**src/rtl/timer_pkg.sv**
```systemverilog
// Shared types and default sizes for the 4-bit down timer and its prescaler.
package timer_pkg;
  localparam int WIDTH_DEF = 4;
  localparam int PSC_W_DEF = 4;

  typedef enum logic [1:0] {
    IDLE = 2'd0,
    RUN  = 2'd1,
    DONE = 2'd2
  } state_t;
endpackage

```
**src/rtl/tick_prescaler.sv**
```systemverilog
// Free-running divider: tick fires every psc+1 cycles, restarted from 0 by clear.
module tick_prescaler
  import timer_pkg::*;
#(
  parameter int PSC_W = PSC_W_DEF
) (
  input  logic             clk,
  input  logic             clr_b,
  input  logic             clear,
  input  logic [PSC_W-1:0] psc,
  output logic             tick
);

  logic [PSC_W-1:0] r_cnt;

  // clear also masks tick so a restart edge never counts as a tick
  assign tick = !clear && (r_cnt == psc);

  always_ff @(posedge clk or negedge clr_b) begin
    if (!clr_b)             r_cnt <= '0;
    else if (clear || tick) r_cnt <= '0;
    else                    r_cnt <= r_cnt + 1'b1;
  end

endmodule

```
**src/rtl/down_timer_4b.sv**
```systemverilog
// Prescaled down counter with one-shot/periodic modes, tc pulse and sticky expired flag.
module down_timer_4b
  import timer_pkg::*;
#(
  parameter int WIDTH = WIDTH_DEF,
  parameter int PSC_W = PSC_W_DEF
) (
  input  logic             clk,
  input  logic             clr_b,
  input  logic             start,
  input  logic             stop,
  input  logic             periodic,
  input  logic [WIDTH-1:0] load_val,
  input  logic [PSC_W-1:0] prescale,
  input  logic             ack,
  output logic [WIDTH-1:0] count,
  output logic             tc,
  output logic             busy,
  output logic             expired
);

  state_t           r_state, w_state_nxt;
  logic [WIDTH-1:0] r_count, w_count_nxt;
  logic [WIDTH-1:0] r_reload, w_reload_nxt;
  logic [PSC_W-1:0] r_psc, w_psc_nxt;
  logic             r_mode, w_mode_nxt;
  logic             r_tc, w_tc_nxt;
  logic             r_expired, w_expired_nxt;
  logic             r_busy;
  logic             w_clear;
  logic             w_tick;

  // Prescaler only runs undisturbed in RUN; any stop/start restarts it from 0.
  assign w_clear = stop || start || (r_state != RUN);

  tick_prescaler #(.PSC_W(PSC_W)) u_psc (
    .clk   (clk),
    .clr_b (clr_b),
    .clear (w_clear),
    .psc   (r_psc),
    .tick  (w_tick)
  );

  always_comb begin
    w_state_nxt   = r_state;
    w_count_nxt   = r_count;
    w_reload_nxt  = r_reload;
    w_psc_nxt     = r_psc;
    w_mode_nxt    = r_mode;
    w_tc_nxt      = 1'b0;
    w_expired_nxt = ack ? 1'b0 : r_expired;

    if (stop) begin
      w_state_nxt = IDLE;
    end else if (start) begin
      w_state_nxt  = RUN;
      w_count_nxt  = load_val;
      w_reload_nxt = load_val;
      w_psc_nxt    = prescale;
      w_mode_nxt   = periodic;
    end else if (r_state == RUN && w_tick) begin
      if (r_count != '0) begin
        w_count_nxt = r_count - 1'b1;
      end else begin
        // terminal tick: expiry beats a same-cycle ack
        w_tc_nxt      = 1'b1;
        w_expired_nxt = 1'b1;
        if (r_mode) w_count_nxt = r_reload;
        else        w_state_nxt = DONE;
      end
    end
  end

  always_ff @(posedge clk or negedge clr_b) begin
    if (!clr_b) r_state <= IDLE;
    else        r_state <= w_state_nxt;
  end

  always_ff @(posedge clk or negedge clr_b) begin
    if (!clr_b) begin
      r_count   <= '0;
      r_reload  <= '0;
      r_psc     <= '0;
      r_mode    <= 1'b0;
      r_tc      <= 1'b0;
      r_expired <= 1'b0;
      r_busy    <= 1'b0;
    end else begin
      r_count   <= w_count_nxt;
      r_reload  <= w_reload_nxt;
      r_psc     <= w_psc_nxt;
      r_mode    <= w_mode_nxt;
      r_tc      <= w_tc_nxt;
      r_expired <= w_expired_nxt;
      r_busy    <= (w_state_nxt == RUN);
    end
  end

  assign count   = r_count;
  assign tc      = r_tc;
  assign busy    = r_busy;
  assign expired = r_expired;

endmodule

```
**config.mk**
```make
export PLATFORM = sky130hd
export DESIGN_NAME = down_timer_4b
export DESIGN_NICKNAME = d
export VERILOG_FILES = /design/src/rtl/timer_pkg.sv /design/src/rtl/tick_prescaler.sv /design/src/rtl/down_timer_4b.sv
export SDC_FILE = /design/constraint.sdc
export NUM_CORES = 1
export LEC_CHECK = 0
export BUFFER_PORTS_ARGS = -buffer_cell sky130_fd_sc_hd__buf_2
export CORE_MARGIN = 2
export CORE_UTILIZATION = 45
export CTS_BUF_LIST = sky130_fd_sc_hd__clkbuf_2 sky130_fd_sc_hd__clkbuf_4 sky130_fd_sc_hd__clkbuf_8
export DETAILED_ROUTE_END_ITERATION = 16
export HOLD_SLACK_MARGIN = 0.15
export PLACE_DENSITY = 0.78
export SLEW_MARGIN = 30
export SYNTH_ARGS = -nofsm -noshare
export SYNTH_HDL_FRONTEND = slang
export SYNTH_SLANG_ARGS = --single-unit
```
**constraint.sdc**
```tcl
create_clock -name clk -period 4.3 [get_ports clk]
set_clock_uncertainty 0.2 [all_clocks]
set_input_delay 0.86 -clock clk [delete_from_list [all_inputs] [get_ports clk]]
set_output_delay 0.86 -clock clk [all_outputs]
set_load 0.02 [all_outputs]
```
==> impl_metrics.toml <==
[status]
status = "complete, no violations"

[floorplan]
fp.dieW_um = 53.13
pin_count = 21
die_y_um = 53.13
die-area_mm2 = 0.002822
rows = 17
core_mm2 = 0.002255
start_util_pct = 48.17

[global_route]
grt_first_pass_wirelength_um = 3684
overflow = 0
grt_use_total_pct = 18.14
grt_antenna_before_repair = 0
grt_max_degree = 23
grt_pass1_vias = 791

[clock_network]
post_cts_resized = 0
clock-sinks = 22
ctsHoldBuffers = 0
cts_tree = "done"
cts_buffers = 3
cts_max_level = 1
ctsRootBufferMaster = "clkbuf_4"
clock_path_buffers = 2
clkLatencyLatePin_ns = 0.32
clkTransAtPathRegs_ns = 0.13
cts_setup_buffers = 0

[setup_path]
path_class = "flip-flop to flip-flop"
cp_cell_sequence = "inv_1 -> ha_1 -> or3b_1 -> or3b_4 -> o21ai_1 -> a21oi_1"
critPathLaunchType = "flip-flop"
crit_buf_inv = 1
crit_fanout = 8
cp.arrival_ns = 2.23
endpoint_kind = "flip-flop"
cpMaxStageDelayCell = "or3b_1"
cp_slowest_stage_delay_ns = 0.50
crit_required_ns = 4.32
cp_top_family = "simple AND/OR/NAND/NOR gates"

[synth]
yosys.area.top_type_share_pct = 50.69
synth_area_leaders = "dfrtp_1 51%, nand2_1 11%, xnor2_1 4.0%, nor2_1 3.1%, ha_1 2.3%"
yosys.area.top_type = "dfrtp_1"
synth_area_mm2 = 0.001086
syn_nets = 129
async_flop_share_pct = 100.0
synth-main-ff-cell = "dfrtp_1"
synth_edf_count = 0
ys_ff_latch = 22
synth_cells = 113
ys_seq_area_share_pct = 50.69
synth_cell_types = 36
synth.avg_cell_area_um2 = 9.611
ys.warnings.count = 0

[final_layout]
n_antenna_cell = 0
nets = 151
utilization_pct = 55.22
fin_cells = 162
drive_gt1_share_pct = 22.39
syn2layout_area_growth_pct = 14.63

[pwr]
leakage_nw = 0.6103
power_density_mw_per_mm2 = 425.5
ir_worst_vdd_v = 0.0003215
finalPower_w = 0.0005297

[placed_design]
hpwl_um = 1548
io_buffer_count = 20
gp_congestion = 0.8104
dp_slack_ns = 1.824
place_inst = 158

[timing]
slew_headroom_pct = 60.88
tightest_slew_ns = 0.5847
fmaxAchievable_ghz = 0.4525
fin_tns_setup_ns = 0
finalSetupViolations = 0
rsz0062_at_grt = "no"
hold_violations = 0
timing.final.crit_share_pct = 51.39
fin_ws_ns = 2.090
final.min_clock_period_ns = 2.210
finalMaxSlewViolations = 0

[detailed_routing]
drt.antenna.violating_nets = 0
drtIter0Drc = 15
vias = 827
wire_per_inst_um = 13.50
drc = 0
first_pass_iters = 4
via_per_inst = 5.105
routed_wl_um = 2187

[flow_run]
cap_violations = 0

[hold_path]
hp-class = "primary input to asynchronous set/reset pin"
[cells by family (layout without fill, tap and decap cells)]
logic type                 Yosys count  in the layout  synth area share, %
AOI/OAI and AO/OA                   17             17                11.18
xor gates and xnor gates             6              6                4.839
adders and majority gates            2              2                2.304
buffers and inverters                9             30                4.723
DFF                                 22             22                50.69
muxes                                2              2                2.074
and+or+nand+nor                     55             55                24.20
[power by group]
group / leakage (nW) / switching (W) / internal (W)
logic: 0.301 / 0.0000662 / 0.0000473
clock network: 0.0279 / 0.0000677 / 0.0000944
registers: 0.282 / 0.0000249 / 0.000229
[metal layers]
layer  routed length, um  up-vias  share of wire [%]  global-route usage (%)
met1                 996      381                 46                   24.41
met2                1041       24                 48                   28.33
met3                  93        6                4.3                   2.260
li1                    -      416                  -                       -
met5                   0        -                  0                       0
met4                  55        0                2.5                   9.829
[flip-flops by register name, summed over array words and instances (netlist names)]
register and count:
busy 1, count 4, expired 1, r_mode 1, r_psc 4, r_reload 4
r_state 2, tc 1, u_psc.r_cnt 4
[worst paths after layout]
path | to | startpoint | cells past startpoint | slack (ns)
max | r_state[0]$_DFF_PN0_ | count[0]$_DFFE_PN0P_ | 6 | 2.09
min | expired$_DFF_PN0_ | clr_b | 1 | 0.27
max reg2reg | r_state[0]$_DFF_PN0_ | count[0]$_DFFE_PN0P_ | 6 | 2.09
min reg2reg | r_reload[0]$_DFFE_PN0P_ | r_reload[0]$_DFFE_PN0P_ | 2 | 0.30
max in group asynchronous | count[1]$_DFFE_PN0P_ | clr_b | 1 | 3.30
min in group clk | r_reload[0]$_DFFE_PN0P_ | r_reload[0]$_DFFE_PN0P_ | 2 | 0.30
[worst reg2reg max path, delay by kind of cell (launching register included)]
family,cells,cell delay [ns]
simple gates,2,0.96
flops,1,0.46
compound gates,2,0.21
fa+ha+maj,1,0.20
buf+inv,1,0.09
[placed cells by master, fill, tap and decap left out, drive strengths merged]
master / netlist / layout
nand2: 32 / 32
dfrtp: 22 / 22
buf: 1 / 20
nor2: 9 / 9
inv: 6 / 6
xnor2: 5 / 5
o21ai: 4 / 4
a21oi: 3 / 3
clkbuf: 2 / 3
or2b: 2 / 2
o31ai: 2 / 2
mux2: 2 / 2
ha: 2 / 2
nor4b: 2 / 2
or3b: 2 / 2
nand4: 1 / 1
and3: 1 / 1
o21a: 1 / 1
nor2b: 1 / 1
nand3: 1 / 1
xor2: 1 / 1
o22ai: 1 / 1
nand2b: 1 / 1
o41ai: 1 / 1
a211oi: 1 / 1
o2bb2ai: 1 / 1
and2: 1 / 1
nor3b: 1 / 1
or2: 1 / 1
o221a: 1 / 1
o21bai: 1 / 1
a31oi: 1 / 1
bufinv: 0 / 1
[Yosys cell counts (2+ instances only)]
cell type,n
ha_1,2
nand2_1,32
mux2_1,2
dfrtp_1,22
o21ai_2,2
nor2_1,9
a21oi_1,3
or2b_1,2
o31ai_1,2
o21ai_1,2
xnor2_1,5
inv_1,6
[through the flow]
step | area, um2 | hold slack (ns)
CTS | 1245 | 0.3017
global placement | 1192 | 0.2629
floorplan | 1086 | 0.2402
detailed placement | 1192 | 0.2704
finish | 1245 | 0.2732
global route | 1245 | 0.3076
[layout make-up]
| type | instances | area, um2 |
|---|---|---|
| Fill cell | 219 | 1010 |
| Inverter | 6 | 22.52 |
| Clock inverter | 1 | 30.03 |
| Clock buffer | 3 | 22.52 |
| Tap cell | 28 | 35.03 |
| Sequential cell | 22 | 550.5 |
| Multi-Input combinational cell | 82 | 484.2 |
| Timing Repair Buffer | 20 | 100.1 |
(Power assumes the default switching activity.)
